`src/rtl/dram_rd_sched_if.sv`:
```
// ---------------------------------------------------------------------------
// dram_rd_sched_if
// Bundles the configuration/status registers and the reader-engine bus of the
// DRAM read scheduler.
//   cfg_*          software request (start pulse, abort, base, length, shift,
//                  iterations)
//   rd_enable      per-reader enable level
//   rd_start_addr  per-reader start line, reader i at [32*i +: 32]
//   rd_read_len    per-reader line count, reader i at [32*i +: 32]
//   rd_done        per-reader done level
//   busy/done/err_timeout/err_aborted/cycle_count/iter_count  status
// Modports: slave = scheduler, master = config block plus reader engines.
// ---------------------------------------------------------------------------
interface dram_rd_sched_if #(
  parameter int NUM_RD = 4,
  parameter int CNT_W  = 40
);
  localparam int SW = $clog2(NUM_RD) + 1;

  logic                 cfg_start;
  logic                 cfg_abort;
  logic [31:0]          cfg_base_line;
  logic [31:0]          cfg_total_len;
  logic [SW-1:0]        cfg_rd_shift;
  logic [15:0]          cfg_iters;
  logic [NUM_RD-1:0]    rd_enable;
  logic [32*NUM_RD-1:0] rd_start_addr;
  logic [32*NUM_RD-1:0] rd_read_len;
  logic [NUM_RD-1:0]    rd_done;
  logic                 busy;
  logic                 done;
  logic                 err_timeout;
  logic                 err_aborted;
  logic [CNT_W-1:0]     cycle_count;
  logic [15:0]          iter_count;

  modport slave (
    input  cfg_start, cfg_abort, cfg_base_line, cfg_total_len, cfg_rd_shift,
           cfg_iters, rd_done,
    output rd_enable, rd_start_addr, rd_read_len, busy, done, err_timeout,
           err_aborted, cycle_count, iter_count
  );

  modport master (
    output cfg_start, cfg_abort, cfg_base_line, cfg_total_len, cfg_rd_shift,
           cfg_iters, rd_done,
    input  rd_enable, rd_start_addr, rd_read_len, busy, done, err_timeout,
           err_aborted, cycle_count, iter_count
  );
endinterface

```
`src/rtl/dram_rd_sched.sv`:
```
// ---------------------------------------------------------------------------
// dram_rd_sched
// Splits one read request into contiguous per-reader slices, launches all
// readers together, waits for every active reader, drains the done handshake
// and repeats for the programmed iteration count. Run cycles are accumulated
// (saturating) for bandwidth calculation.
// Ports:
//   clk    core clock
//   rst_n  async active-low reset; drops rd_enable immediately
//   bus    dram_rd_sched_if.slave (config, reader bus, status)
// ---------------------------------------------------------------------------
module dram_rd_sched #(
  parameter int NUM_RD  = 4,
  parameter int CNT_W   = 40,
  parameter int TIMEOUT = 2**24
) (
  input  logic           clk,
  input  logic           rst_n,
  dram_rd_sched_if.slave bus
);
  localparam int LOG2 = $clog2(NUM_RD);
  localparam int SW   = LOG2 + 1;
  localparam int TW   = $clog2(TIMEOUT) + 1;

  typedef enum logic [2:0] {IDLE, SETUP, RUN, DRAIN, FINISH} state_t;

  state_t            state, state_n;

  logic [31:0]       base_q, total_q;
  logic [SW-1:0]     shift_q;
  logic [15:0]       iters_q;
  logic [NUM_RD-1:0] mask_q, mask_n, seen_q, rd_enable_q;
  logic [31:0]       start_q [NUM_RD];
  logic [31:0]       len_q   [NUM_RD];
  logic [31:0]       start_n [NUM_RD];
  logic [31:0]       len_n   [NUM_RD];
  logic [TW-1:0]     run_cnt;
  logic [CNT_W-1:0]  cycle_q;
  logic [15:0]       iter_q;
  logic              err_to_q, err_ab_q;
  logic              all_seen, run_abort, run_ok, run_to;
  int                n_act;
  logic [31:0]       chunk;

  // NOTE: state registers use non-blocking assignment so every flop samples
  // the pre-edge value of its inputs regardless of process ordering.
  always_ff @(posedge clk or negedge rst_n) begin
    if (!rst_n) state <= IDLE;
    else        state <= state_n;
  end

  // NOTE: every combinational output gets a default first, otherwise a path
  // that leaves it unassigned infers a latch.
  always_comb begin
    state_n   = state;
    run_abort = 1'b0;
    run_ok    = 1'b0;
    run_to    = 1'b0;
    // A reader is finished if seen earlier, done this cycle, or masked off.
    all_seen  = &(seen_q | bus.rd_done | ~mask_q);
    unique case (state)
      IDLE:   if (bus.cfg_start) state_n = SETUP;
      SETUP:  state_n = bus.cfg_abort ? DRAIN : RUN;
      RUN: begin
        // Abort beats completion; completion beats timeout on the same cycle.
        if (bus.cfg_abort)                     run_abort = 1'b1;
        else if (all_seen)                     run_ok    = 1'b1;
        else if (run_cnt == TW'(TIMEOUT - 1))  run_to    = 1'b1;
        if (run_abort || run_ok || run_to) state_n = DRAIN;
      end
      DRAIN: begin
        if (bus.rd_done == '0) begin
          if (err_to_q || err_ab_q || bus.cfg_abort) state_n = FINISH;
          // iter_q already counts the iteration that just finished.
          else if (iter_q < iters_q)                 state_n = SETUP;
          else                                       state_n = FINISH;
        end
      end
      FINISH:  state_n = IDLE;
      default: state_n = IDLE;
    endcase
  end

  // Slice computation from the latched request; the last active reader
  // absorbs the remainder. Sums wrap modulo 2^32.
  always_comb begin
    n_act = 1 << shift_q;
    chunk = total_q >> shift_q;
    for (int i = 0; i < NUM_RD; i++) begin
      start_n[i] = '0;
      len_n[i]   = '0;
      mask_n[i]  = 1'b0;
      if (i < n_act) begin
        start_n[i] = base_q + chunk * 32'(i);
        len_n[i]   = (i == n_act - 1) ? total_q - chunk * 32'(i) : chunk;
        mask_n[i]  = (len_n[i] != '0);
      end
    end
  end

  always_ff @(posedge clk or negedge rst_n) begin
    if (!rst_n) begin
      base_q      <= '0;
      total_q     <= '0;
      shift_q     <= '0;
      iters_q     <= '0;
      mask_q      <= '0;
      seen_q      <= '0;
      rd_enable_q <= '0;
      // NOTE: the slice arrays drive output ports, so they are reset like
      // any other register rather than left as uninitialised storage.
      start_q     <= '{default: '0};
      len_q       <= '{default: '0};
      run_cnt     <= '0;
      cycle_q     <= '0;
      iter_q      <= '0;
      err_to_q    <= 1'b0;
      err_ab_q    <= 1'b0;
    end else begin
      unique case (state)
        IDLE: begin
          if (bus.cfg_start) begin
            base_q   <= bus.cfg_base_line;
            total_q  <= bus.cfg_total_len;
            shift_q  <= (bus.cfg_rd_shift > SW'(LOG2)) ? SW'(LOG2) : bus.cfg_rd_shift;
            iters_q  <= (bus.cfg_iters == '0) ? 16'd1 : bus.cfg_iters;
            cycle_q  <= '0;
            iter_q   <= '0;
            err_to_q <= 1'b0;
            err_ab_q <= 1'b0;
          end
        end
        SETUP: begin
          start_q <= start_n;
          len_q   <= len_n;
          mask_q  <= mask_n;
          seen_q  <= '0;
          run_cnt <= '0;
          if (bus.cfg_abort) err_ab_q <= 1'b1;
        end
        RUN: begin
          seen_q  <= seen_q | bus.rd_done;
          run_cnt <= run_cnt + TW'(1);
          if (cycle_q != '1) cycle_q <= cycle_q + CNT_W'(1);
          if (run_ok)        iter_q   <= iter_q + 16'd1;
          if (run_abort)     err_ab_q <= 1'b1;
          if (run_to)        err_to_q <= 1'b1;
        end
        DRAIN: if (bus.cfg_abort) err_ab_q <= 1'b1;
        default: ;
      endcase

      // Enable is high exactly for the RUN cycles of each iteration.
      if (state == SETUP && state_n == RUN) rd_enable_q <= mask_n;
      else if (state_n != RUN)              rd_enable_q <= '0;
    end
  end

  for (genvar g = 0; g < NUM_RD; g++) begin : g_pack
    assign bus.rd_start_addr[32*g +: 32] = start_q[g];
    assign bus.rd_read_len[32*g +: 32]   = len_q[g];
  end

  assign bus.rd_enable   = rd_enable_q;
  assign bus.busy        = (state != IDLE);
  assign bus.done        = (state == FINISH);
  assign bus.err_timeout = err_to_q;
  assign bus.err_aborted = err_ab_q;
  assign bus.cycle_count = cycle_q;
  assign bus.iter_count  = iter_q;
endmodule

```
`src/flat_wrapper.sv`:
```
// flat-port wrapper written by rule: the top's interface ports become plain ports
module dram_rd_sched_flat 
#(
  parameter int NUM_RD  = 4,
  parameter int CNT_W   = 40,
  parameter int TIMEOUT = 2**24
)
  (clk, rst_n, bus_cfg_start, bus_cfg_abort, bus_cfg_base_line, bus_cfg_total_len, bus_cfg_rd_shift, bus_cfg_iters, bus_rd_done, bus_rd_enable, bus_rd_start_addr, bus_rd_read_len, bus_busy, bus_done, bus_err_timeout, bus_err_aborted, bus_cycle_count, bus_iter_count);
  dram_rd_sched_if #(.NUM_RD(NUM_RD), .CNT_W(CNT_W)) bus_i ();
  input  logic clk;
  input  logic rst_n;
  input wire logic [$bits(bus_i.cfg_start)-1:0] bus_cfg_start;
  input wire logic [$bits(bus_i.cfg_abort)-1:0] bus_cfg_abort;
  input wire logic [$bits(bus_i.cfg_base_line)-1:0] bus_cfg_base_line;
  input wire logic [$bits(bus_i.cfg_total_len)-1:0] bus_cfg_total_len;
  input wire logic [$bits(bus_i.cfg_rd_shift)-1:0] bus_cfg_rd_shift;
  input wire logic [$bits(bus_i.cfg_iters)-1:0] bus_cfg_iters;
  input wire logic [$bits(bus_i.rd_done)-1:0] bus_rd_done;
  output wire logic [$bits(bus_i.rd_enable)-1:0] bus_rd_enable;
  output wire logic [$bits(bus_i.rd_start_addr)-1:0] bus_rd_start_addr;
  output wire logic [$bits(bus_i.rd_read_len)-1:0] bus_rd_read_len;
  output wire logic [$bits(bus_i.busy)-1:0] bus_busy;
  output wire logic [$bits(bus_i.done)-1:0] bus_done;
  output wire logic [$bits(bus_i.err_timeout)-1:0] bus_err_timeout;
  output wire logic [$bits(bus_i.err_aborted)-1:0] bus_err_aborted;
  output wire logic [$bits(bus_i.cycle_count)-1:0] bus_cycle_count;
  output wire logic [$bits(bus_i.iter_count)-1:0] bus_iter_count;
  assign bus_i.cfg_start = bus_cfg_start;
  assign bus_i.cfg_abort = bus_cfg_abort;
  assign bus_i.cfg_base_line = bus_cfg_base_line;
  assign bus_i.cfg_total_len = bus_cfg_total_len;
  assign bus_i.cfg_rd_shift = bus_cfg_rd_shift;
  assign bus_i.cfg_iters = bus_cfg_iters;
  assign bus_i.rd_done = bus_rd_done;
  assign bus_rd_enable = bus_i.rd_enable;
  assign bus_rd_start_addr = bus_i.rd_start_addr;
  assign bus_rd_read_len = bus_i.rd_read_len;
  assign bus_busy = bus_i.busy;
  assign bus_done = bus_i.done;
  assign bus_err_timeout = bus_i.err_timeout;
  assign bus_err_aborted = bus_i.err_aborted;
  assign bus_cycle_count = bus_i.cycle_count;
  assign bus_iter_count = bus_i.iter_count;
  dram_rd_sched #(.NUM_RD(NUM_RD), .CNT_W(CNT_W), .TIMEOUT(TIMEOUT)) u_core (.clk(clk), .rst_n(rst_n), .bus(bus_i));
endmodule
```
`config.mk`:
```
export PLATFORM = sky130hd
export DESIGN_NAME = dram_rd_sched_flat
export DESIGN_NICKNAME = d
export VERILOG_FILES = /design/src/rtl/dram_rd_sched_if.sv /design/src/rtl/dram_rd_sched.sv /design/src/flat_wrapper.sv
export SDC_FILE = /design/constraint.sdc
export NUM_CORES = 1
export LEC_CHECK = 0
export CORE_MARGIN = 1
export CORE_UTILIZATION = 55
export DETAILED_ROUTE_END_ITERATION = 10
export PLACE_DENSITY = 0.92
export SYNTH_ARGS = -nofsm -noshare
export SYNTH_HDL_FRONTEND = slang
export SYNTH_SLANG_ARGS = --single-unit
```
`constraint.sdc`:
```
create_clock -name clk -period 8.33 [get_ports clk]
set_input_delay 2.499 -clock clk [delete_from_list [all_inputs] [get_ports clk]]
set_output_delay 2.499 -clock clk [all_outputs]
set_load 0.02 [all_outputs]
```
==> results.ini, run 1 <==
[cells_and_area]
syn_to_final_growth_pct = 22.24
multi_input_area_um2 = 16930
fin_nets = 4071
regArea_um2 = 10940
final_layout_size_suffix_gt1_share_pct = 5.195
fillers = 3927
layout_common_cells = 655 x nand2_1, 436 x dfrtp_1, 409 x clkdlybuf4s50_1, 315 x o21ai_0, 231 x nor2_1
layout_commonest_cell = nand2_1

[clock_tree]
clock-sinks = 437
clock_path_buffers = 3
cts_tree = yes
clkTransAtPathRegs_ps = 60
cts_repair_resize_count = 0
cts_root_buf = clkbuf_16
cts_buffers = 47
clkLatencyLatePin_ps = 610
cts-hold-fix-buffers = 0
cts_setup_buffers = 0
htreeDepth = 2

[worst_setup_path]
slowest_delay_ps = 870
cp_common_cell = a31oi_1
cp.required_ps = 8830
cp_num_buf_inv = 2
critPathKind = reg -> reg
crit_slowest_cell = dfrtp_4
crit_family = compound AO/OA/AOI/OAI gates
cp.arrival_ps = 8120
crit_fanout = 51
critPathLaunchType = flip-flop
crit_path_end_kind = flip-flop

[grt]
grt_use_total_pct = 36.77
antenna_found_initial = 4
grt_pass1_vias = 26910
gr-total-overflow = 0
grt_max_degree = 194
grt_pass1_wl_um = 153000

[floorplanning]
start_util_pct = 56.04
dieHeight_um = 231.3
die_area_um2 = 53510
core_area_um2 = 51610
ios = 411
num_rows = 83
die_w_um = 231.3

[drt]
drt-total-wl_um = 99680
routed.top_layer = met5
drcViolationCount = 0
wl_met1_um = 37830
wl_met2_um = 45130
via_count = 28200
wl_met3_um = 10530
drtIter0Drc = 3187
wl_per_cell_um = 22.19
antenna_left = 0
first_pass_iters = 7
via_per_inst = 6.279

[place]
port_buffers = 410
gp_congestion = 1.026
dp_hpwl_um = 73640
pre_cts_ws_ps = 722.3

[worst_hold_path]
hp-class = reg -> reg

[timing]
finalCriticalPeriod_ps = 7617
rsz0062_at_grt = no
finalSetupViolations = 0
slew_violations = 0
hold_violations = 0
finClkSkew_ps = 13.89
max_freq_ghz = 0.1313
fin_tns_setup_ps = 0
tightest_slew_ps = 1156
finalCritPeriodShare_pct = 91.45
layout_setup_ws_ps = 712.6
relSlewSlack_pct = 22.91

[synthesis]
syn_area_um2 = 28920
synth_flop_cell = dfrtp_1
synth_enable_flop_cells = 0
syn-num-nets = 3713
avgSynthCellArea_um2 = 8.470
synthArstFlopShare_pct = 100.0
yosysSeqAreaShare_pct = 37.81
yosys_register_bits = 437
ys_types = 94
yosysWarnings = 0
synth_cells = 3415

[flow_run]
max_cap_viol_count = 0

[status]
status = finished clean

## sequential cells by signal (all words and copies together), names as in the netlist, 3 cells and up
| signal | count |
|---|---|
| u_core.seen_q | 4 |
| u_core.state | 3 |
| u_core.base_q | 32 |
| u_core.run_cnt | 25 |
| u_core.bus.rd_enable | 4 |
| u_core.bus.rd_read_len | 128 |
| u_core.total_q | 32 |
| u_core.bus.iter_count | 16 |
| u_core.bus.rd_start_addr | 128 |
| u_core.bus.cycle_count | 40 |
| u_core.mask_q | 4 |
| u_core.iters_q | 16 |
| u_core.shift_q | 3 |
## synthesized netlist by cell type (33+ instances only)
library cell | count | share of area (%)
nand2_1 | 657 | 8.5
dfrtp_1 | 437 | 38
o21ai_0 | 315 | 5.5
nor2_1 | 233 | 3.0
a21oi_1 | 201 | 3.5
ha_1 | 201 | 8.7
inv_1 | 119 | 1.5
clkbuf_1 | 113 | 1.5
xnor2_1 | 95 | 2.9
nand3_1 | 90 | 1.6
a21o_1 | 88 | 2.3
xor2_1 | 86 | 2.6
and3_1 | 48 | 1.0
nor3_1 | 46 | 0.80
mux2i_1 | 42 | 1.5
nand4_1 | 35 | 0.76
o31ai_1 | 35 | 0.91
or3_1 | 34 | 0.74
o21a_1 | 33 | 0.86
## worst paths after layout
check	startpoint	endpoint	slack [ps]	cells after the start
worst max-delay path	u_core.shift_q[1]$_DFFE_PN0P_	u_core.bus.rd_enable[3]$_DFFE_PN0P_	710	27
worst min-delay path	u_core.bus.rd_start_addr[64]$_DFFE_PN0P_	u_core.bus.rd_start_addr[64]$_DFFE_PN0P_	470	2
worst max register to register	u_core.shift_q[1]$_DFFE_PN0P_	u_core.bus.rd_enable[3]$_DFFE_PN0P_	710	27
worst min register to register	u_core.bus.rd_start_addr[64]$_DFFE_PN0P_	u_core.bus.rd_start_addr[64]$_DFFE_PN0P_	470	2
max in group asynchronous	rst_n	u_core.bus.cycle_count[11]$_DFFE_PN0P_	4990	2
min in group asynchronous	rst_n	u_core.base_q[10]$_DFFE_PN0P_	1930	1
## final cells by class
cell class	instances	area share, %
inverter	128	1.359
timing repair buffer	454	12.66
clock inverter	25	0.9449
clock buffer	62	3.797
multi-input combinational	2705	47.88
antenna	1	0.007078
tap	680	2.406
sequential	437	30.94
## kinds of logic (layout without fill, tap and decap cells)
group / count (synthesis) / in the layout / synth area share [%]
adder cells (fa/ha/maj): 207 / 207 / 9.110
other: 0 / 1 / 0
AND/OR/NAND/NOR: 1293 / 1293 / 20.00
AO/OA/AOI/OAI: 947 / 947 / 20.47
buffers and inverters: 273 / 669 / 3.807
XOR/XNOR: 181 / 181 / 5.481
flip-flops: 437 / 437 / 37.81
multiplexers: 77 / 77 / 3.322
## worst reg2reg max path: stages (launching register included)
cell	delay, ps
dfrtp_4	870
mux2_1	430
or2_1	250
a31oi_1	400
inv_1	190
ha_1	400
a21oi_1	220
nor2_1	70
a31oi_1	340
o311ai_1	220
a2111oi_0	740
nor3_1	180
o31ai_1	290
nand2b_1	100
xor2_1	190
inv_1	70
ha_1	350
a21oi_1	200
o21ai_0	170
a211oi_1	310
o21bai_1	110
a21oi_1	240
nand3_1	110
a31oi_1	220
nand2_1	80
a2111oi_1	350
a31oi_1	200
o21a_1	210
## through the flow
step                hold slack [ps]  area (um^2)  utilization, %  std cells
global placement              450.4        33670           65.24       4404
global route                  496.6        35350           68.50       4491
detailed placement            461.1        33670           65.24       4404
floorplan                     446.7        28920               -       3415
finish                        472.5        35360           68.50       4492
CTS                           475.9        35350           68.49       4491
## layer usage
layer / GRT usage, % / vias to the layer above
li1: - / 12860
met1: 45.79 / 13420
met2: 58.13 / 1558
met3: 9.117 / 355
met4: 21.19 / 4
met5: 0 / -
Power of run 1 is left out: the tool's default activity adds up to more than one toggle a clock period on the data nets, which glitch-free logic cannot reach.
==> run 2, diff against run 1 <==
--- a/config.mk
+++ b/config.mk
@@ -5,7 +5,7 @@
 export SDC_FILE = /design/constraint.sdc
 export NUM_CORES = 1
 export LEC_CHECK = 0
-export CORE_MARGIN = 1
+export CORE_MARGIN = 3
 export CORE_UTILIZATION = 55
 export DETAILED_ROUTE_END_ITERATION = 10
 export PLACE_DENSITY = 0.92
==> constraint.sdc (replaced) <==
create_clock -name clk -period 8.5 [get_ports clk]
set_input_delay 2.55 -clock clk [delete_from_list [all_inputs] [get_ports clk]]
set_output_delay 2.55 -clock clk [all_outputs]
set_load 0.02 [all_outputs]
==> run 2 against run 1 <==
Compared with the run above:
- critical path depth grew 1
- global-route usage shrank 1.7 points
- design area shrank 0.39%
- final cell count shrank 0.16%
- core utilization shrank 0.40 points
- non-clock buffer count shrank 4
- critical endpoint unchanged
- highest routed layer unchanged
==> results.ini, run 2 (same netlist as run 1, synthesis figures left out) <==
[status]
status = finished clean

[grt]
grt_pass1_wl_um = 155200  ; +1.4%
gr-total-overflow = 0  ; unchanged
antenna_found_initial = 4  ; unchanged
grt_pass1_vias = 26940  ; +0.10%
grt_use_total_pct = 35.07  ; -1.7 points
grt_max_degree = 180  ; -7.2%

[clock_tree]
cts-hold-fix-buffers = 0  ; unchanged
clkLatencyLatePin_ps = 620  ; about the same
cts_setup_buffers = 0  ; unchanged
cts_root_buf = clkbuf_16
htreeDepth = 2  ; unchanged
cts_buffers = 47  ; unchanged
cts_tree = yes
clkTransAtPathRegs_ps = 70  ; about the same
clock_path_buffers = 3  ; unchanged
clock-sinks = 437  ; unchanged
cts_repair_resize_count = 0  ; unchanged

[cells_and_area]
utilization_pct = 68.10  ; -0.40 points
layout_common_cells = 654 x nand2_1, 436 x dfrtp_1, 409 x clkdlybuf4s50_1, 315 x o21ai_0, 231 x nor2_1
syn_to_final_growth_pct = 21.76
fin_nets = 4067  ; -0.098%
layout_commonest_cell = nand2_1
final_layout_size_suffix_gt1_share_pct = 4.968  ; -0.23 points

[worst_setup_path]
slowest_delay_ps = 920  ; +50 ps
crit_slowest_cell = dfrtp_2
critPathKind = reg -> reg
cp.required_ps = 9010  ; +180 ps
cp.arrival_ps = 8220  ; +100 ps
crit_fanout = 37  ; -27%
rr_worst_depth = 28  ; +3.7%
critPathLaunchType = flip-flop
crit_path_end_kind = flip-flop
cp_common_cell = a21oi_1

[place]
gp_congestion = 0.9913  ; -3.4%
dp_hpwl_um = 75140  ; +2.0%
pre_cts_ws_ps = 990.7  ; +268.4 ps
port_buffers = 410  ; unchanged

[flow_run]
max_cap_viol_count = 0  ; unchanged

[worst_hold_path]
hold_depth = 2  ; unchanged
hp-class = reg -> reg

[floorplanning]
die_area_um2 = 55380  ; +3.5%
dieHeight_um = 235.3  ; +1.7%
num_rows = 83  ; unchanged
start_util_pct = 55.93  ; -0.11 points
core_area_um2 = 51720  ; +0.20%
die_w_um = 235.3  ; +1.7%
ios = 411  ; unchanged

[timing]
tightest_slew_ps = 1025  ; -130.9 ps
slew_violations = 0  ; unchanged
rsz0062_at_grt = no
relSlewSlack_pct = 31.40  ; +8.5 points
holdWs_ps = 471.5  ; -0.9960 ps
fin_tns_setup_ps = 0  ; unchanged
finalCritPeriodShare_pct = 90.64  ; -0.80 points
finalSetupViolations = 0  ; unchanged
finClkSkew_ps = 32.70  ; +18.82 ps
hold_violations = 0  ; unchanged
layout_setup_ws_ps = 795.2  ; +82.66 ps
max_freq_ghz = 0.1298  ; -1.1%
finalCriticalPeriod_ps = 7705  ; +87.34 ps

[drt]
via_per_inst = 6.282  ; about the same
wl_met1_um = 38510  ; +1.8%
antenna_left = 0  ; unchanged
via_count = 28180  ; -0.10%
drcViolationCount = 0  ; unchanged
wl_per_cell_um = 22.54  ; +1.6%
drtIter0Drc = 2942  ; -7.7%
wl_met2_um = 45860  ; +1.6%
wl_met3_um = 10440  ; -0.86%
first_pass_iters = 6  ; -1
drt-total-wl_um = 101100  ; +1.4%
routed.top_layer = met5

==> run 2: per-layer routing <==
metal / track usage (%) / vias to the layer above
met1: 44.17 / 13430
li1: - / 12850
met5: 0 / -
met2: 56.53 / 1538
met4: 18.20 / 4
met3: 8.201 / 356
==> run 2: final timing paths <==
| path | startpoint | endpoint | slack, ps |
|---|---|---|---|
| hold / removal | u_core.bus.rd_start_addr[6]$_DFFE_PN0P_ | u_core.bus.rd_start_addr[6]$_DFFE_PN0P_ | 470 |
| setup reg to reg | u_core.shift_q[1]$_DFFE_PN0P_ | u_core.bus.rd_enable[3]$_DFFE_PN0P_ | 800 |
| min in group asynchronous | rst_n | u_core.bus.rd_start_addr[10]$_DFFE_PN0P_ | 2040 |
| max in group asynchronous | rst_n | u_core.bus.cycle_count[19]$_DFFE_PN0P_ | 4940 |
| hold reg to reg | u_core.bus.rd_start_addr[6]$_DFFE_PN0P_ | u_core.bus.rd_start_addr[6]$_DFFE_PN0P_ | 470 |
| setup / recovery | u_core.shift_q[1]$_DFFE_PN0P_ | u_core.bus.rd_enable[3]$_DFFE_PN0P_ | 800 |
==> run 2: layout make-up <==
type | instances | area, um^2
Multi-Input combinational cell | 2705 | 16930
Timing Repair Buffer | 450 | 4434
Antenna cell | 1 | 2.502
Fill cell | 4002 | 16500
Inverter | 128 | 480.5
Sequential cell | 437 | 10940
Clock buffer | 61 | 1289
Clock inverter | 23 | 291.5
Tap cell | 680 | 850.8
==> run 2: per-stage QoR <==
step / instances / area, um^2
floorplan: 3415 / 28920
global placement: 4400 / 33640
detailed placement: 4400 / 33640
CTS: 4484 / 35220
global route: 4485 / 35220
finish: 4485 / 35220
==> run 2: worst max-delay path, delay by kind of cell (launching register included) <==
| family | cells | cell delay [ps] |
|---|---|---|
| AND/OR/NAND/NOR | 4 | 470 |
| multiplexers | 2 | 700 |
| flip-flops | 1 | 920 |
| buffers and inverters | 3 | 620 |
| XOR/XNOR | 1 | 220 |
| AO/OA/AOI/OAI | 16 | 3890 |
| adder cells (fa/ha/maj) | 2 | 740 |
Power of run 2 is left out for the same reason.
